`src/rtl/cla_seq_adder_ctrl_pkg.sv`:
```
// Shared types and constants for the nibble-serial add/subtract sequencer.
package cla_seq_adder_ctrl_pkg;

    // Width of the shared lookahead slice; the sequencer walks operands in
    // steps of this many bits.
    localparam int NIBBLE_W = 4;

    typedef enum logic [1:0] {
        IDLE = 2'd0,
        RUN  = 2'd1,
        DONE = 2'd2
    } state_t;

    // Number of nibble slices needed for a given operand width.
    function automatic int nib_count(input int width);
        return width / NIBBLE_W;
    endfunction

endpackage

```
`src/rtl/cla_seq_adder_ctrl_if.sv`:
```
// Operand and result handshake bundle for the sequential adder.
// master: the ALU-side producer/consumer; slave: the adder itself.
interface cla_seq_adder_ctrl_if #(
    parameter int WIDTH = 16
);
    logic             in_valid;
    logic             in_ready;
    logic [WIDTH-1:0] a;
    logic [WIDTH-1:0] b;
    logic             cin;
    logic             sub;
    logic             out_valid;
    logic             out_ready;
    logic [WIDTH-1:0] sum;
    logic             cout;
    logic             ovf;

    modport master (
        output in_valid, a, b, cin, sub, out_ready,
        input  in_ready, out_valid, sum, cout, ovf
    );

    modport slave (
        input  in_valid, a, b, cin, sub, out_ready,
        output in_ready, out_valid, sum, cout, ovf
    );

endinterface

```
`src/rtl/cla_seq_adder_ctrl_cla.sv`:
```
// 4-bit carry-lookahead slice, purely combinational.
module cla (
    input  logic [3:0] a,
    input  logic [3:0] b,
    input  logic       cin,
    output logic [3:0] sum,
    output logic       cout
);

    logic [3:0] g;
    logic [3:0] p;
    logic [4:0] c;

    assign g = a & b;
    assign p = a ^ b;

    // Carries are flattened so no carry depends on a lower carry output.
    assign c[0] = cin;
    assign c[1] = g[0] | (p[0] & cin);
    assign c[2] = g[1] | (p[1] & g[0]) | (p[1] & p[0] & cin);
    assign c[3] = g[2] | (p[2] & g[1]) | (p[2] & p[1] & g[0])
                | (p[2] & p[1] & p[0] & cin);
    assign c[4] = g[3] | (p[3] & g[2]) | (p[3] & p[2] & g[1])
                | (p[3] & p[2] & p[1] & g[0])
                | (p[3] & p[2] & p[1] & p[0] & cin);

    assign sum  = p ^ c[3:0];
    assign cout = c[4];

endmodule

```
`src/rtl/cla_seq_adder_ctrl.sv`:
```
// Nibble-serial WIDTH-bit add/subtract built around one shared 4-bit CLA.
// WIDTH must be a multiple of 4 and at least 8.
//
//   state | meaning
//   IDLE  | ready for an operand bundle
//   RUN   | one nibble per cycle, LSB first, carry registered between nibbles
//   DONE  | result presented until the consumer takes it
module cla_seq_adder_ctrl
    import cla_seq_adder_ctrl_pkg::*;
#(
    parameter int WIDTH = 16
) (
    input  logic                 clk,
    input  logic                 rst,
    cla_seq_adder_ctrl_if.slave  bus
);

    localparam int NIB   = nib_count(WIDTH);
    localparam int IDX_W = (NIB > 1) ? $clog2(NIB) : 1;
    localparam logic [IDX_W-1:0] LAST_IDX = IDX_W'(NIB - 1);

    state_t state_q;
    state_t state_d;

    logic [IDX_W-1:0]    idx_q;
    logic [WIDTH-1:0]    a_q;
    logic [WIDTH-1:0]    b_q;
    logic [WIDTH-1:0]    sum_q;
    logic                carry_q;
    logic                cout_q;
    logic                ovf_q;

    logic                in_ready_c;
    logic                out_valid_c;
    logic                accept;
    logic                last_nib;

    logic [NIBBLE_W-1:0] a_nib;
    logic [NIBBLE_W-1:0] b_nib;
    logic [NIBBLE_W-1:0] cla_sum;
    logic                cla_cout;

    assign accept   = bus.in_valid && in_ready_c;
    assign last_nib = (idx_q == LAST_IDX);

    assign a_nib = a_q[idx_q*NIBBLE_W +: NIBBLE_W];
    assign b_nib = b_q[idx_q*NIBBLE_W +: NIBBLE_W];

    cla u_cla (
        .a    (a_nib),
        .b    (b_nib),
        .cin  (carry_q),
        .sum  (cla_sum),
        .cout (cla_cout)
    );

    // State register; reset wins over any handshake in flight.
    always_ff @(posedge clk) begin
        if (rst) begin
            state_q <= IDLE;
        end else begin
            state_q <= state_d;
        end
    end

    // Next-state: RUN always lasts exactly NIB cycles, DONE holds until taken.
    always_comb begin
        state_d = state_q;
        case (state_q)
            IDLE: if (bus.in_valid) state_d = RUN;
            RUN:  if (last_nib)     state_d = DONE;
            DONE: if (bus.out_ready) state_d = IDLE;
            default:                state_d = IDLE;
        endcase
    end

    // Handshake outputs decoded from state only, so consuming a result can
    // never re-open the input side in the same cycle.
    always_comb begin
        in_ready_c  = 1'b0;
        out_valid_c = 1'b0;
        case (state_q)
            IDLE:    in_ready_c  = 1'b1;
            DONE:    out_valid_c = 1'b1;
            default: ;
        endcase
    end

    // Operand capture and nibble-serial datapath. The result registers are
    // not touched on accept so the previous result stays visible until the
    // first RUN cycle overwrites it.
    always_ff @(posedge clk) begin
        if (rst) begin
            idx_q   <= '0;
            a_q     <= '0;
            b_q     <= '0;
            sum_q   <= '0;
            carry_q <= 1'b0;
            cout_q  <= 1'b0;
            ovf_q   <= 1'b0;
        end else if (accept) begin
            a_q     <= bus.a;
            b_q     <= bus.sub ? ~bus.b : bus.b;
            carry_q <= bus.sub | bus.cin;
            idx_q   <= '0;
        end else if (state_q == RUN) begin
            sum_q[idx_q*NIBBLE_W +: NIBBLE_W] <= cla_sum;
            carry_q <= cla_cout;
            if (last_nib) begin
                // The MSB of the top nibble is the sign of the result.
                cout_q <= cla_cout;
                ovf_q  <= (a_q[WIDTH-1] == b_q[WIDTH-1]) &&
                          (cla_sum[NIBBLE_W-1] != a_q[WIDTH-1]);
            end else begin
                idx_q <= idx_q + 1'b1;
            end
        end
    end

    assign bus.in_ready  = in_ready_c;
    assign bus.out_valid = out_valid_c;
    assign bus.sum       = sum_q;
    assign bus.cout      = cout_q;
    assign bus.ovf       = ovf_q;

endmodule

```
`src/flat_wrapper.sv`:
```
// flat-port wrapper written by rule: the top's interface ports become plain ports
module cla_seq_adder_ctrl_flat import cla_seq_adder_ctrl_pkg::*;
#(
    parameter int WIDTH = 16
)
  (clk, rst, bus_in_valid, bus_a, bus_b, bus_cin, bus_sub, bus_out_ready, bus_in_ready, bus_out_valid, bus_sum, bus_cout, bus_ovf);
  cla_seq_adder_ctrl_if #(.WIDTH(WIDTH)) bus_i ();
  input  logic clk;
  input  logic rst;
  input wire logic [$bits(bus_i.in_valid)-1:0] bus_in_valid;
  input wire logic [$bits(bus_i.a)-1:0] bus_a;
  input wire logic [$bits(bus_i.b)-1:0] bus_b;
  input wire logic [$bits(bus_i.cin)-1:0] bus_cin;
  input wire logic [$bits(bus_i.sub)-1:0] bus_sub;
  input wire logic [$bits(bus_i.out_ready)-1:0] bus_out_ready;
  output wire logic [$bits(bus_i.in_ready)-1:0] bus_in_ready;
  output wire logic [$bits(bus_i.out_valid)-1:0] bus_out_valid;
  output wire logic [$bits(bus_i.sum)-1:0] bus_sum;
  output wire logic [$bits(bus_i.cout)-1:0] bus_cout;
  output wire logic [$bits(bus_i.ovf)-1:0] bus_ovf;
  assign bus_i.in_valid = bus_in_valid;
  assign bus_i.a = bus_a;
  assign bus_i.b = bus_b;
  assign bus_i.cin = bus_cin;
  assign bus_i.sub = bus_sub;
  assign bus_i.out_ready = bus_out_ready;
  assign bus_in_ready = bus_i.in_ready;
  assign bus_out_valid = bus_i.out_valid;
  assign bus_sum = bus_i.sum;
  assign bus_cout = bus_i.cout;
  assign bus_ovf = bus_i.ovf;
  cla_seq_adder_ctrl #(.WIDTH(WIDTH)) u_core (.clk(clk), .rst(rst), .bus(bus_i));
endmodule
```
`config.mk`:
```
export PLATFORM = sky130hd
export DESIGN_NAME = cla_seq_adder_ctrl_flat
export DESIGN_NICKNAME = d
export VERILOG_FILES = /design/src/rtl/cla_seq_adder_ctrl_pkg.sv /design/src/rtl/cla_seq_adder_ctrl_if.sv /design/src/rtl/cla_seq_adder_ctrl_cla.sv /design/src/rtl/cla_seq_adder_ctrl.sv /design/src/flat_wrapper.sv
export SDC_FILE = /design/constraint.sdc
export NUM_CORES = 1
export LEC_CHECK = 0
export BUFFER_PORTS_ARGS = -buffer_cell sky130_fd_sc_hd__buf_4
export CORE_MARGIN = 2
export CORE_UTILIZATION = 30
export DETAILED_ROUTE_END_ITERATION = 8
export GPL_ROUTABILITY_DRIVEN = 0
export PLACE_DENSITY_LB_ADDON = 0.05
export SYNTH_ARGS = -nofsm -noshare
export SYNTH_HDL_FRONTEND = slang
export SYNTH_SLANG_ARGS = --single-unit
export TNS_END_PERCENT = 20
```
`constraint.sdc`:
```
create_clock -name clk -period 8.6 [get_ports clk]
set_clock_uncertainty 0.15 [all_clocks]
set_input_delay 0.86 -clock clk [delete_from_list [all_inputs] [get_ports clk]]
set_output_delay 0.86 -clock clk [all_outputs]
set_load 0.05 [all_outputs]
```
## Word level (Yosys, flattened, before mapping)

Index checks and enable logic that the tools add are counted.

- Flip-flop bits (word level): 55
- Input port bits: 38
- Output and inout bits: 20
- Logic and storage cells: 74

- $add $sub $neg: 2
- Eq/ne operators: 8
- Shift operators: 4
- Mux-type cells: 10
- Bitwise operators: 33
- Reductions and logical operators: 9

Operator list:

| cell | count |
|---|---|
| 4-bit negation with 34-bit output | 1 |
| 4-bit by 34-bit variable shift with 16-bit output (first input constant) | 1 |
| 4-bit by 34-bit indexed part select with 16-bit output | 1 |
| 16-bit by 5-bit indexed part select with 4-bit output | 2 |
| 1-bit bitwise AND | 16 |
| 16-bit bitwise mux | 1 |
| 16-bit two-way mux | 1 |
| 16-bit inverter | 1 |
| 1-bit OR | 11 |
| 4-bit bitwise XOR | 2 |
| 2-bit two-way mux | 3 |
| 2-bit case mux with 3 select lines | 1 |
| 3-bit AND reduction | 2 |
| 4-bit bitwise AND | 1 |
| 2-bit equality test (second input constant) | 2 |
| 1-bit two-way mux | 4 |
| 2-bit inequality test (second input constant) | 2 |
| 2-bit AND reduction | 2 |
| 2-bit by 1-bit adder with 2-bit output (second input constant) | 1 |
| 2-bit by 1-bit equality test with 1-bit output (second input constant) | 1 |
| 1-bit logical AND | 2 |
| 2-bit zero test | 1 |
| 2-bit by 1-bit inequality test with 1-bit output (second input constant) | 1 |
| 1-bit inverter | 2 |
| other kinds (4) | 4 |

## Logic depth before layout (Yosys ltp)

Gate-level depths: netlist of run 1.

- Depth in word-level cells: 9
- Depth in mapped cells: 8
- Mapped depth without buffers: 6

## Cells and area by module

A second synthesis of run 1 with hierarchy kept.

- Cell total of the unflattened synthesis: 271
- Area total of the unflattened synthesis: 2583.7 µm²

By module, submodules not included:

| module | instances | cells an instance | area each (µm²) | sequential area each (µm²) |
|---|---|---|---|---|
| cla_seq_adder_ctrl | 1 | 254 | 2436.1 | 1101.1 |
| cla | 1 | 17 | 147.6 | 0.0 |

## Worst setup path before layout of run 1

Ideal clock, no wire load.

- Path type: reg2reg
- From: reg u_core.idx_q[0]
- To: reg u_core.ovf_q, in the netlist u_core.bus.ovf
- Library setup time: 0.120 ns
- Data arrival time: 2.722 ns
- Data required time: 8.330 ns
- Path slack: 5.608 ns
- Cell stages (with the launch flop): 9
- Path buffers: 2
- Period minus slack after synthesis: 2.992 ns
- Cells stage by stage: dfxtp_1 buf_2 mux4_2 ha_1 a21o_1 and4_4 buf_6 o311a_1 o31a_1

- Longest elaborated chain between the ends: 9
- Elaborated cells on any way between the ends: 17
- Classes of those cells: 2 x eq/ne; 2 x shift; 11 x bitwise; 2 x reduce/logical

RTL lines:

| item | RTL line | RTL |
|---|---|---|
| start, declared | cla_seq_adder_ctrl.sv:25 | `logic [IDX_W-1:0] idx_q;` |
| start signal, assigned | cla_seq_adder_ctrl.sv:115 | `idx_q <= idx_q + 1'b1;` |
| 16-bit by 5-bit indexed part select with 4-bit output, on equally long branches | cla_seq_adder_ctrl.sv:46, cla_seq_adder_ctrl.sv:47 |  |
| 4-bit bitwise XOR or 4-bit bitwise AND (tied branches) | cla_seq_adder_ctrl_cla.sv:15, cla_seq_adder_ctrl_cla.sv:14 |  |
| 1-bit bitwise AND, on equally long branches | cla_seq_adder_ctrl_cla.sv:21, cla_seq_adder_ctrl_cla.sv:22 |  |
| 1-bit OR, or another cell as far along | cla_seq_adder_ctrl_cla.sv:21 | `assign c[3] = g[2] \| (p[2] & g[1]) \| (p[2] & p[1] & g[0])` |
| 1-bit OR or 1-bit bitwise AND (tied branches) | cla_seq_adder_ctrl_cla.sv:21, cla_seq_adder_ctrl_cla.sv:22 |  |
| 1-bit OR | cla_seq_adder_ctrl_cla.sv:22 | `\| (p[2] & p[1] & p[0] & cin);` |
| 4-bit bitwise XOR | cla_seq_adder_ctrl_cla.sv:27 | `assign sum = p ^ c[3:0];` |
| 1-bit inequality test | cla_seq_adder_ctrl.sv:113 | `(cla_sum[NIBBLE_W-1] != a_q[WIDTH-1]);` |
| 1-bit logical AND | cla_seq_adder_ctrl.sv:112 | `ovf_q <= (a_q[WIDTH-1] == b_q[WIDTH-1]) &&` |
| end signal, assigned | cla_seq_adder_ctrl.sv:112 |  |
| end, declared | cla_seq_adder_ctrl.sv:31 | `logic ovf_q;` |

Several ways; a longest one is shown, not always the timed one.
A chain may end at the register's enable or synchronous reset.

## Worst setup path in the final report of run 1

Ends and elaborated chain as after synthesis.

==> results of run 1 <==
[area by class of cell]
cell class,instances,area [um2]
fillers,908,5380
multi-input cells,197,1420
flip-flops and latches,55,1100
repair buffers,58,435
well taps,108,135
clock buffers,5,68.8
clock inverters,3,43.8
inverters,2,7.51
[cell usage after synthesis (3+ instances only)]
| cell | number | share of area [%] |
|---|---|---|
| mux4_2 | 8 | 6.9 |
| nand2b_1 | 3 | 0.71 |
| a211oi_1 | 17 | 4.9 |
| nor3_1 | 4 | 0.76 |
| nand3b_1 | 3 | 0.86 |
| a22oi_1 | 8 | 2.3 |
| dfxtp_1 | 55 | 42 |
| clkbuf_1 | 9 | 1.3 |
| a21oi_1 | 23 | 4.4 |
| xnor2_1 | 17 | 5.7 |
| nand2_1 | 38 | 5.4 |
| buf_2 | 7 | 1.3 |
| nor2b_1 | 3 | 0.71 |
| a32oi_1 | 4 | 1.3 |
| nor2_1 | 32 | 4.6 |
| or4b_1 | 4 | 1.5 |
| ha_1 | 10 | 4.8 |
[power breakdown]
part / leakage (nW) / internal, mW / switching [mW] / total, mW
logic: 0.751 / 0.0443 / 0.0531 / 0.0974
registers: 0.450 / 0.268 / 0.0122 / 0.280
clock network: 0.0581 / 0.0869 / 0.0865 / 0.173
total: 1.26 / 0.399 / 0.152 / 0.551
[per-stage QoR]
stage	instance area [um2]	hold WS [ps]
2_1_floorplan	2630	283
3_3_place_gp	3100	297
3_5_place_dp	3100	301
4_1_cts	3210	316
5_1_grt	3210	327
6_report	3210	310
[flip-flops by register name (all words and copies together), names as in the netlist]
signal,count
u_core.a_q,16
u_core.b_q,16
u_core.bus.cout,1
u_core.bus.ovf,1
u_core.bus.sum,16
u_core.carry_q,1
u_core.idx_q,2
u_core.state_q,2
[worst register-to-register path, stage by stage, from the launching register on]
cell      delay [ps]
dfxtp_1          910
mux4_2           640
ha_1             330
a21o_1           210
a311oi_1         580
nor4b_1          110
o31a_1           250
[per-layer routing]
metal	up-vias	GRT usage (%)
met2	39	22.3
met5	-	0
li1	1066	-
met3	8	2.59
met1	960	17.8
met4	0	4.27
[worst max path at each step]
stage | start | to | slack (ps) | cells past startpoint
6_report | u_core.idx_q[0] | u_core.bus.ovf | 5320 | 6
3_3_place_gp | u_core.idx_q[0] | u_core.bus.ovf | 5310 | 6
5_1_grt | u_core.idx_q[0] | u_core.bus.ovf | 5070 | 6
2_1_floorplan | u_core.idx_q[0] | u_core.bus.ovf | 5610 | 8
3_5_place_dp | u_core.idx_q[0] | u_core.bus.ovf | 5270 | 6
4_1_cts | u_core.idx_q[0] | u_core.bus.ovf | 5240 | 6
[cell families after synthesis]
group / after synthesis / share of synthesized area [%]
muxes: 9 / 7.23
adders and majority gates: 11 / 5.52
buffers and inverters: 22 / 4.04
DFF: 55 / 41.9
and+or+nand+nor: 97 / 19.3
xor gates and xnor gates: 18 / 5.99
AOI/OAI and AO/OA: 62 / 16.1
[placed cells by master (no fill, tap or decap), types with 2 or more instances in the layout]
master and instances:
nor3_2 2, nand3b_1 3, a22oi_1 8, nand2b_1 3
dfxtp_1 55, and2_1 2, nor3_1 4, nand2_1 38
or4b_1 4, clkbuf_8 5, buf_4 58, a21oi_1 23
a21o_1 2, xnor2_1 17, nor2_1 32, a32oi_1 4
ha_1 10, nor2b_1 3, a211o_1 2, mux4_2 8
a211oi_1 17
==> qor.csv, run 1 <==
metric,value,unit
wirelength,6310,um
synth_edf_count,0,
core.rowCount,34,
cap_violations,0,
die_h,97.6,um
clockBufferDepth,2,
drv_slew,0,
syn_nets,323,
clkLatencyLatePin,310,ps
dieArea,9530,um2
antenna_left,0,
cp_top_family,compound AO/OA/AOI/OAI gates,
rsz0062_at_grt,false,
drive_gt1_share,25.3,%
r2r_start,u_core.idx_q[0],
setup_viol_count_final,0,
whs_endpoint,u_core.bus.sum[3],
peakVddDrop,95.3,uV
whs_path_depth,2,
cts_tree,yes,
utilization,37.4,%
synth.avg_cell_area,9.60,um2
holdBufCountCts,0,
synth_cells,274,
grt_usage,13.5,%
r2r_cells,6,
drt_iter0_drc,44,
seq_area_frac_synth,41.9,%
grt_first_pass_wirelength,10500,um
path_max_fanout,15,
leakagePower,1.26,nW
clk_pin_slew,100,ps
netlist_area,2630,um2
fin_cells,428,
drtPass1Iterations,4,
hold_viol,0,
antenna_found_initial,0,
cts-root-buf,clkbuf_8,
synth_seq_cells,55,
via_per_inst,4.84,
detailroute.wirelength.met3,214,um
vias,2073,
cts_resized,0,
synth_ff_type,dfxtp_1,
dp_slack,5270,ps
worstHoldStart,u_core.bus.sum[3],
grt_pass1_vias,2032,
worstPathRequired,8650,ps
crit_path_start_kind,flip-flop,
dp_cells,420,
cts.htree.levels,2,
cts_made_buffers,5,
die_w,97.6,um
r2r-end,u_core.bus.ovf,
cpMaxStageDelayCell,dfxtp_1,
port_buffers,57,
p_total,0.551,mW
path_buf_inv,0,
async_reset_ff_share,0,%
ys_types,40,
powerDensity,171,nW/um2
clock_sinks,55,
crit_arrival,3330,ps
fmax,305,MHz
setup_tns,0,ps
hpwlAfterDp,4550,um
hp-class,flip-flop to flip-flop,
core_area,8590,um2
worstMarginPinSlew,878,ps
io_pins,58,
top_layer_used,met4,
areaGrowthSynthToFinish,22.2,%
ys_warn_count,0,
final.period_utilization,38.1,%
drt-met1-wl,2910,um
crit_chain,mux4_2 > ha_1 > a21o_1 > a311oi_1 > nor4b_1 > o31a_1,
rrSetupSlack,5320,ps
max_stage_delay,910,ps
wl_met2,3100,um
period_needed,3280,ps
path_class,flip-flop to flip-flop,
nets,368,
grt_max_degree,56,
setup_ws,5320,ps
crit_path_end_kind,flip-flop,
gr-total-overflow,0,
cts_setup_buffers,0,
status,completed,
start_util,30.6,%
antennaDiodeCount,0,
avgRoutedWirePerCell,14.7,um
remaining_drc_errors,0,
max-slew-margin-rel,41.4,%
No activity file was read; power rests on OpenSTA's default activity.
==> run 2, diff against run 1 <==
==> constraint.sdc (replaced) <==
create_clock -name clk -period 3 [get_ports clk]
set_clock_uncertainty 0.15 [all_clocks]
set_input_delay 0.3 -clock clk [delete_from_list [all_inputs] [get_ports clk]]
set_output_delay 0.3 -clock clk [all_outputs]
set_load 0.05 [all_outputs]
==> run 2 against run 1 <==
Effect of this change:
- final cell count up 1.2%
- critical path depth unchanged
- total power rose to 2.8 times the previous value
- largest cell class unchanged
- fmax up 20%
- via count up 0.87%
- wire length up 1.7%
- critical path type unchanged
- die area unchanged
- combinational power rose to 3.1 times the previous value
- non-clock buffer count up 5
- first-iteration DRC count up 64%
==> qor.csv, run 2 (same netlist as run 1, synthesis figures left out) <==
metric,value,unit,change
clk_pin_slew,110,ps,about the same
rrSetupSlack,260,ps,-5060 ps
drtPass1Iterations,4,,unchanged
io_pins,58,,unchanged
max_stage_delay,650,ps,-260 ps
via_per_inst,4.83,,-0.30%
cp_top_family,simple AND/OR/NAND/NOR gates,,
cts_setup_buffers,0,,unchanged
cts-root-buf,clkbuf_8,,
setup_viol_count_final,0,,unchanged
worstSetupEndpoint,u_core.bus.sum[3],,
status,completed,,
utilization,37.8,%,+0.35 points
worstMarginPinSlew,598,ps,-280 ps
wirelength,6420,um,+1.7%
path_max_fanout,11,,-4
cts.htree.levels,2,,unchanged
leakagePower,1.28,nW,+1.4%
clkLatencyLatePin,310,ps,about the same
timing.hold.ws,75.2,ps,-235 ps
drv_slew,0,,unchanged
vias,2091,,+0.87%
grt_usage,13.8,%,+0.34 points
dp_cells,425,,+1.2%
clock_sinks,55,,unchanged
worst-path-stages,6,,unchanged
drive_gt1_share,26.8,%,+1.5 points
crit_path_end_kind,flip-flop,,
rsz0062_at_grt,false,,
antenna_found_initial,0,,unchanged
areaGrowthSynthToFinish,23.4,%,
hold_viol,0,,unchanged
period_needed,2740,ps,-539 ps
final_common_cell,buf_4,,
die_w,97.6,um,unchanged
max-slew-margin-rel,60.1,%,+19 points
antenna_left,0,,unchanged
final.period_utilization,91.3,%,+53 points
dp_slack,153,ps,-5120 ps
crit_arrival,2830,ps,-500 ps
fillers,921,,+1.4%
remaining_drc_errors,0,,unchanged
cts_tree,yes,,
setup_tns,0,ps,unchanged
nets,373,,+1.4%
core_area,8590,um2,unchanged
crit_chain,mux4_2 > ha_1 > a21o_1 > and2_1 > or4b_1 > a21oi_1,,
drt_iter0_drc,72,,+64%
clockBufferDepth,2,,unchanged
start_util,30.6,%,unchanged
crit_path_start_kind,flip-flop,,
antennaDiodeCount,0,,unchanged
die_h,97.6,um,unchanged
hpwlAfterDp,4680,um,+2.9%
path_buf_inv,0,,unchanged
grt_pass1_vias,2108,,+3.7%
core.rowCount,34,,unchanged
cts_made_buffers,5,,unchanged
port_buffers,57,,unchanged
hp-class,primary input to flip-flop,,
r2r-end,u_core.bus.sum[3],,
grt_first_pass_wirelength,10700,um,+2.2%
critPathLaunch,u_core.idx_q[1],,
gr-total-overflow,0,,unchanged
path_class,flip-flop to flip-flop,,
powerDensity,481,nW/um2,+180%
grt_max_degree,56,,unchanged
cpMaxStageDelayCell,dfxtp_1,,
layout_common_cells,"buf_4 (63), dfxtp_1 (54), nand2_1 (38)",,
avgRoutedWirePerCell,14.8,um,+0.57%
fmax,365,MHz,+20%
r2r_start,u_core.idx_q[1],,
dieArea,9530,um2,unchanged
worstPathRequired,3090,ps,-5560 ps
r2r_cells,6,,unchanged
cap_violations,0,,unchanged
setup_ws,260,ps,-5060 ps
holdBufCountCts,0,,unchanged
peakVddDrop,188,uV,+97%
fin_cells,433,,+1.2%
-- run 2: cell types whose count changed in the layout (fill, tap and decap cells not counted), sizes merged --
cell | before | now
bufinv | 1 | 0
buf | 58 | 63
clkinvlp | 0 | 1
clkinv | 2 | 0
clkbuf | 5 | 7
-- run 2: power by group --
group          internal [mW]  total [mW]  switching (mW)
clock network          0.211       0.462           0.251
registers              0.769       0.800          0.0312
logic                  0.138       0.298           0.160
-- run 2: area by class of cell --
cell class,instances,area [um2],share of cell area [%]
Timing Repair Buffer,63,473,14.6
Clock inverter,1,7.51,0.231
Multi-Input combinational cell,197,1420,43.8
Inverter,2,7.51,0.231
Clock buffer,7,96.3,2.97
Tap cell,108,135,4.17
Sequential cell,55,1100,34.0
-- run 2: worst min-delay path by stage --
stage	from	end	slack, ps	depth (start not counted)
after floorplan	u_core.a_q[10]	u_core.a_q[10]	280	2
after global placement	u_core.a_q[6]	u_core.a_q[6]	300	2
after detailed placement	u_core.bus.sum[7]	u_core.bus.sum[7]	300	2
after CTS	bus_a[14]	u_core.a_q[14]	60	3
after global routing	bus_a[13]	u_core.a_q[13]	70	3
final	bus_a[13]	u_core.a_q[13]	80	3
-- run 2: metal layers --
metal / GRT usage, % / part of all wire (%)
met1: 17.8 / 46
met4: 3.21 / 0.62
met5: 0 / 0
met3: 2.81 / 3.5
met2: 23.9 / 50
-- run 2: tightest hold or removal path: stages --
cell and delay, ps:
buf_4 110, nand2_1 40, a21oi_1 50
-- run 2: through the flow --
| step | cell area [um2] | total power, mW |
|---|---|---|
| 2_1_floorplan | 2630 | 1.01 |
| 3_3_place_gp | 3140 | 1.12 |
| 3_5_place_dp | 3140 | 1.12 |
| 4_1_cts | 3240 | 1.58 |
| 5_1_grt | 3240 | 1.64 |
| 6_report | 3240 | 1.56 |
-- run 2: repair_timing --
action                     4_1_cts  5_1_grt
resized for setup                0        1
setup endpoints to repair        0        4
hold endpoints to repair         0        0
